File: src/rtl/bitnet_weight_reader.sv
// Streams packed ternary weight words from the synchronous weight RAM to the SIMD unit as
// sanitised 27-trit vectors with per-vector +1/-1 counts.
module bitnet_weight_reader #(
   parameter int WORD_TRITS = 27,
   parameter int ADDR_W     = 10
) (
   input  logic                    clk,
   input  logic                    reset_n,
   input  logic                    start,
   input  logic [ADDR_W-1:0]       base_addr,
   input  logic [ADDR_W:0]         num_words,
   output logic                    mem_rd_en,
   output logic [ADDR_W-1:0]       mem_rd_addr,
   input  logic [2*WORD_TRITS-1:0] mem_rd_data,
   output logic                    out_valid,
   input  logic                    out_ready,
   output logic [2*WORD_TRITS-1:0] out_vector,
   output logic                    out_last,
   output logic [4:0]              out_plus_cnt,
   output logic [4:0]              out_minus_cnt,
   output logic                    busy,
   output logic                    done,
   output logic                    err_invalid
);
   localparam int DATA_W = 2 * WORD_TRITS;

   typedef enum logic [1:0] {IDLE, RUN, DRAIN, DONE} state_t;

   typedef struct packed {
      logic              last;
      logic [4:0]        plus;
      logic [4:0]        minus;
      logic [DATA_W-1:0] vec;
   } entry_t;

   function automatic logic [DATA_W-1:0] sanitise(input logic [DATA_W-1:0] w);
      logic [DATA_W-1:0] s;
      s = w;
      for (int i = 0; i < WORD_TRITS; i++)
         if (w[2*i +: 2] == 2'b11) s[2*i +: 2] = 2'b01;
      return s;
   endfunction

   function automatic logic has_invalid(input logic [DATA_W-1:0] w);
      logic f;
      f = 1'b0;
      for (int i = 0; i < WORD_TRITS; i++)
         if (w[2*i +: 2] == 2'b11) f = 1'b1;
      return f;
   endfunction

   function automatic logic [4:0] count_code(input logic [DATA_W-1:0] w, input logic [1:0] code);
      logic [4:0] n;
      n = '0;
      for (int i = 0; i < WORD_TRITS; i++)
         if (w[2*i +: 2] == code) n = n + 5'd1;
      return n;
   endfunction

   state_t            state;
   logic [ADDR_W-1:0] base_q;
   logic [ADDR_W:0]   num_q;
   logic [ADDR_W:0]   issued;
   logic [ADDR_W:0]   issued_inc;
   logic              vld_p1;
   logic              last_p1;
   logic [DATA_W-1:0] san_p1;
   entry_t            in_p1;
   entry_t            fifo_mem [2];
   entry_t            head;
   logic [1:0]        fifo_cnt;
   logic              wr_ptr;
   logic              rd_ptr;
   logic [2:0]        credit_used;
   logic              fifo_empty;
   logic              hs;
   logic              push;
   logic              pop;

   // Stage p0: read issue, credit-limited so returning words always have a FIFO slot
   assign issued_inc  = issued + (ADDR_W+1)'(1);
   assign credit_used = {1'b0, fifo_cnt} + {2'b00, vld_p1};
   assign mem_rd_en   = (state == RUN) && (issued < num_q) && (credit_used < 3'd2);
   assign mem_rd_addr = mem_rd_en ? base_q + issued[ADDR_W-1:0] : '0;

   // Stage p1: returning word, sanitised; bypasses the FIFO when it is empty
   assign san_p1     = sanitise(mem_rd_data);
   assign in_p1      = {last_p1, count_code(san_p1, 2'b10), count_code(san_p1, 2'b00), san_p1};
   assign fifo_empty = (fifo_cnt == 2'd0);
   assign head       = fifo_empty ? in_p1 : fifo_mem[rd_ptr];

   assign out_valid     = !fifo_empty || vld_p1;
   assign out_vector    = out_valid ? head.vec   : '0;
   assign out_last      = out_valid ? head.last  : 1'b0;
   assign out_plus_cnt  = out_valid ? head.plus  : '0;
   assign out_minus_cnt = out_valid ? head.minus : '0;

   assign hs   = out_valid && out_ready;
   assign push = vld_p1 && !(fifo_empty && hs);
   assign pop  = hs && !fifo_empty;

   assign busy = (state == RUN) || (state == DRAIN);
   assign done = (state == DONE);

   always_ff @(posedge clk) begin
      if (push) fifo_mem[wr_ptr] <= in_p1;
   end

   always_ff @(posedge clk or negedge reset_n) begin
      if (!reset_n) begin
         state       <= IDLE;
         base_q      <= '0;
         num_q       <= '0;
         issued      <= '0;
         vld_p1      <= 1'b0;
         last_p1     <= 1'b0;
         fifo_cnt    <= '0;
         wr_ptr      <= 1'b0;
         rd_ptr      <= 1'b0;
         err_invalid <= 1'b0;
      end else begin
         vld_p1  <= mem_rd_en;
         last_p1 <= mem_rd_en && (issued_inc == num_q);
         if (push) wr_ptr <= ~wr_ptr;
         if (pop)  rd_ptr <= ~rd_ptr;
         case ({push, pop})
            2'b10:   fifo_cnt <= fifo_cnt + 2'd1;
            2'b01:   fifo_cnt <= fifo_cnt - 2'd1;
            default: fifo_cnt <= fifo_cnt;
         endcase
         case (state)
            IDLE: if (start) begin
               base_q      <= base_addr;
               num_q       <= num_words;
               issued      <= '0;
               err_invalid <= 1'b0;
               state       <= (num_words == '0) ? DONE : RUN;
            end
            RUN: if (mem_rd_en) begin
               issued <= issued_inc;
               if (issued_inc == num_q) state <= DRAIN;
            end
            DRAIN: if (hs && out_last) state <= DONE;
            default: state <= IDLE;
         endcase
         if (vld_p1 && has_invalid(mem_rd_data)) err_invalid <= 1'b1;
      end
   end
endmodule

File: config.mk
export PLATFORM = sky130hd
export DESIGN_NAME = bitnet_weight_reader
export DESIGN_NICKNAME = d
export VERILOG_FILES = /design/src/rtl/bitnet_weight_reader.sv
export SDC_FILE = /design/constraint.sdc
export NUM_CORES = 1
export LEC_CHECK = 0
export CELL_PAD_IN_SITES_DETAIL_PLACEMENT = 0
export CELL_PAD_IN_SITES_GLOBAL_PLACEMENT = 2
export CORE_MARGIN = 4
export CORE_UTILIZATION = 35
export CTS_BUF_LIST = sky130_fd_sc_hd__clkbuf_16
export DETAILED_ROUTE_END_ITERATION = 12
export PLACE_DENSITY = 0.9
export SYNTH_ARGS = -nofsm -noshare
export SYNTH_HDL_FRONTEND = slang
export SYNTH_SLANG_ARGS = --single-unit
File: constraint.sdc
create_clock -name clk -period 54.4 [get_ports clk]
set_input_delay 8.16 -clock clk [delete_from_list [all_inputs] [get_ports clk]]
set_output_delay 8.16 -clock clk [all_outputs]
set_load 0.01 [all_outputs]
==> impl_metrics.json <==
{
  "status": "finished, final reports clean",
  "drv_cap": 0,
  "hpwl_um": 34800,
  "synth_edf_count": 130,
  "grt_pass1_wl_um": 72200,
  "power_density_mw_per_mm2": 60.8,
  "cp.arrival_ps": 23870,
  "crit_slowest_cell": "clkdlybuf4s50_1",
  "synthArstFlopShare_pct": 24.0,
  "slowest_delay_ps": 620,
  "grt.total_usage_pct": 18.1,
  "leakage_nw": 7.10,
  "start_util_pct": 35.4,
  "drive_above_1_share_pct": 8.92,
  "clock-sinks": 171,
  "wirelength_um": 46400,
  "synth.avg_cell_area_um2": 9.21,
  "dpl_cell_area_mm2": 0.0181,
  "wl_per_cell_um": 18.9,
  "vias": 13302,
  "grt_use_met1_pct": 25.8,
  "grt-ovfl-total": 0,
  "grt_pass1_vias": 12742,
  "ctsResizeCount": 0,
  "place_congestion": 0.855,
  "setup-violations-final": 0,
  "sw_frac_of_total_pct": 46.1,
  "synthCells": 1746,
  "worst_slew_margin_rel_pct": 26.9,
  "fin_tns_setup_ps": 0,
  "dieArea_mm2": 0.0494,
  "cts_made_buffers": 17,
  "syn_to_final_growth_pct": 16.2,
  "power_frac_comb_pct": 70.5,
  "synthDistinctLibCells": 98,
  "synth_area_mm2": 0.0161,
  "grt_use_met2_pct": 29.3,
  "grtUsageMet3_pct": 2.54,
  "synth-warning-count": 0,
  "vdd_drop_max_mv": 0.0324,
  "cp-start-kind": "input pin",
  "final_nets": 1995,
  "rsz0062_at_grt": "no",
  "grt_max_degree": 69,
  "htree_levels": 4,
  "seqPwrFrac_pct": 18.5,
  "slew_violations": 0,
  "syn-num-nets": 1904,
  "ctsHoldBuffers": 0,
  "clockBufferDepth": 2,
  "drc_errors": 0,
  "port_buffers": 158,
  "fmax_mhz": 31.2,
  "critical_path_class": "input pin to output pin",
  "post_cts_buffers": 0,
  "yosys_register_bits": 171,
  "tritoncts": "yes",
  "num-fill-cells": 4462,
  "first_iter_violations": 1047,
  "row_count": 78,
  "p_switching_w": 0.000524,
  "tightest_slew_ps": 1090,
  "timing.final.crit_share_pct": 58.9,
  "cp_max_fo": 8,
  "clkTransAtPathRegs_ps": 70,
  "antenna_found_initial": 2,
  "first_pass_iters": 5,
  "stdcell_count": 2451,
  "cp.required_ps": 46240,
  "die_w_um": 222,
  "endpoint_kind": "output pin",
  "post-route-min-period_ps": 32030,
  "antenna_left": 0,
  "coreArea_mm2": 0.0454,
  "pwr-share-clk_pct": 11.0,
  "fp.dieH_um": 222,
  "cts_root_buf": "clkbuf_16",
  "ys_seq_area_share_pct": 30.7,
  "insertion_delay_ps": 450,
  "viasPerCell": 5.43,
  "io_pins": 159,
  "intPower_w": 0.000612,
  "yosys_most_used_dff": "edfxtp_1",
  "skew_ps": 15.3,
  "hold_class": "flop to flop",
  "final_area_mm2": 0.0187,
  "busiest_layer": "met2",
  "hold_violations": 0,
  "dp_cells": 2418,
  "cp_common_cell": "ha_1"
}
through the flow:
stage               hold slack [ps]  setup WS, ps  power (W)  util [%]
finish                          483         22370    0.00114      41.2
global route                    526         21160    0.00123      41.2
CTS                             493         22510    0.00114      41.2
detailed placement              473         22570    0.00101      39.9
global placement                462         22750    0.00100      39.9
floorplan                       443         25780   0.000792         -
critical path: cells and delay by family:
| kind | cells | cell delay, ps |
|---|---|---|
| compound gates | 25 | 5070 |
| mux | 2 | 490 |
| fa+ha+maj | 14 | 3990 |
| buf+inv | 3 | 1240 |
| xor+xnor | 12 | 2360 |
| simple gates | 19 | 2510 |
sequential cells by signal (all words and copies together), names as in the netlist:
name	cells
issued	11
num_q	11
last_p1	1
wr_ptr	1
rd_ptr	1
fifo_cnt	2
vld_p1	1
err_invalid	1
fifo_mem	130
state	2
base_q	10
logic make-up (layout without fill, tap and decap cells):
kind of cell    count (synthesis)  after routing  share of synthesized area [%]
compound gates                373            373                           14.9
xor+xnor                      254            254                           17.7
fa+ha+maj                      79             79                           6.19
buf+inv                       176            280                           4.50
flops                         171            171                           30.7
mux                           116            116                           7.44
other cells                     0              1                              0
simple gates                  577            577                           18.6
area by class of cell:
type | instances | area, um2 | area share [%]
Antenna cell | 1 | 2.50 | 0.0134
Clock buffer | 20 | 500 | 2.68
Clock inverter | 12 | 88.8 | 0.475
Inverter | 78 | 303 | 1.62
Multi-Input combinational cell | 1399 | 10400 | 55.9
Sequential cell | 171 | 4930 | 26.4
Tap cell | 600 | 751 | 4.02
Timing Repair Buffer | 170 | 1670 | 8.92
final timing paths:
check | to | start | cells past startpoint | slack (ps)
worst max-delay path | out_minus_cnt[4] | mem_rd_data[0] | 75 | 22370
worst min-delay path | fifo_mem[1][64] | last_p1 | 0 | 480
worst max register to register | state[0] | issued[1] | 16 | 50480
worst min register to register | fifo_mem[1][64] | last_p1 | 0 | 480
max in group asynchronous | rd_ptr | reset_n | 1 | 45900
min in group asynchronous | base_q[1] | reset_n | 1 | 7830
power by group through the flow:
stage	clock network, W	registers [W]	logic, W
3_3_place_gp	0	0.000212	0.000789
2_1_floorplan	0	0.000202	0.000590
5_1_grt	0.000132	0.000214	0.000881
4_1_cts	0.000127	0.000211	0.000801
6_report	0.000124	0.000210	0.000801
3_5_place_dp	0	0.000213	0.000796
cells in the final DEF, fill, tap and decap left out, types with 10 or more instances in the layout:
cell	instances
or2_2	19
xnor2_2	12
inv_1	67
xnor2_4	11
ha_1	78
clkbuf_16	20
and2_1	11
nand2_1	112
xnor3_1	12
a211oi_1	12
nor2_1	125
and3_1	10
o22ai_1	16
buf_4	12
o21a_1	11
o31ai_1	14
nor2b_1	17
nand2b_1	24
a31oi_1	14
nand3b_1	12
dfrtp_1	39
a21oi_1	77
mux2i_1	88
nor4_1	13
nand4_1	14
mux2_2	28
xor2_1	58
nand3_1	119
clkdlybuf4s50_1	157
o21ai_0	120
edfxtp_1	130
a21o_1	16
xnor2_1	149
nor3b_1	12
nor3_1	35
synth_stat cells (7+ instances only):
master / number / area (um2)
a21o_1: 16 / 120
nor4b_1: 7 / 61.3
o21bai_1: 7 / 52.6
nor3b_1: 12 / 90.1
inv_1: 64 / 240
nor2_1: 127 / 477
xnor2_2: 12 / 195
ha_1: 78 / 976
xnor2_4: 11 / 303
edfxtp_1: 130 / 3900
xnor3_2: 7 / 166
buf_2: 7 / 35.0
a21oi_1: 77 / 385
xnor2_1: 149 / 1310
or3_1: 8 / 50.1
nand3b_1: 12 / 90.1
clkbuf_1: 67 / 251
a22oi_1: 9 / 67.6
nor3_1: 35 / 175
or2_2: 19 / 119
nand2_1: 112 / 420
o22ai_1: 16 / 100
dfrtp_1: 41 / 1030
o211ai_1: 8 / 60.1
mux2_2: 28 / 315
mux2i_1: 88 / 881
and3_1: 11 / 68.8
o21ai_0: 120 / 601
xor2_1: 58 / 508
nand4_1: 14 / 87.6
nor4_1: 13 / 81.3
xnor3_1: 12 / 270
o21a_1: 11 / 82.6
a211oi_1: 12 / 90.1
buf_1: 17 / 63.8
nand3_1: 119 / 596
nor2b_1: 17 / 106
nand2b_1: 24 / 150
o31ai_1: 14 / 105
a31oi_1: 14 / 87.6
and2_1: 11 / 68.8
metal layers:
layer  vias to the layer above  share of wire (%)
li1                       6526                  -
met1                      6416                 48
met2                       320                 46
met3                        38                4.5
met4                         2                1.5
met5                         -              0.022
No activity file was read; power rests on OpenSTA's default activity.
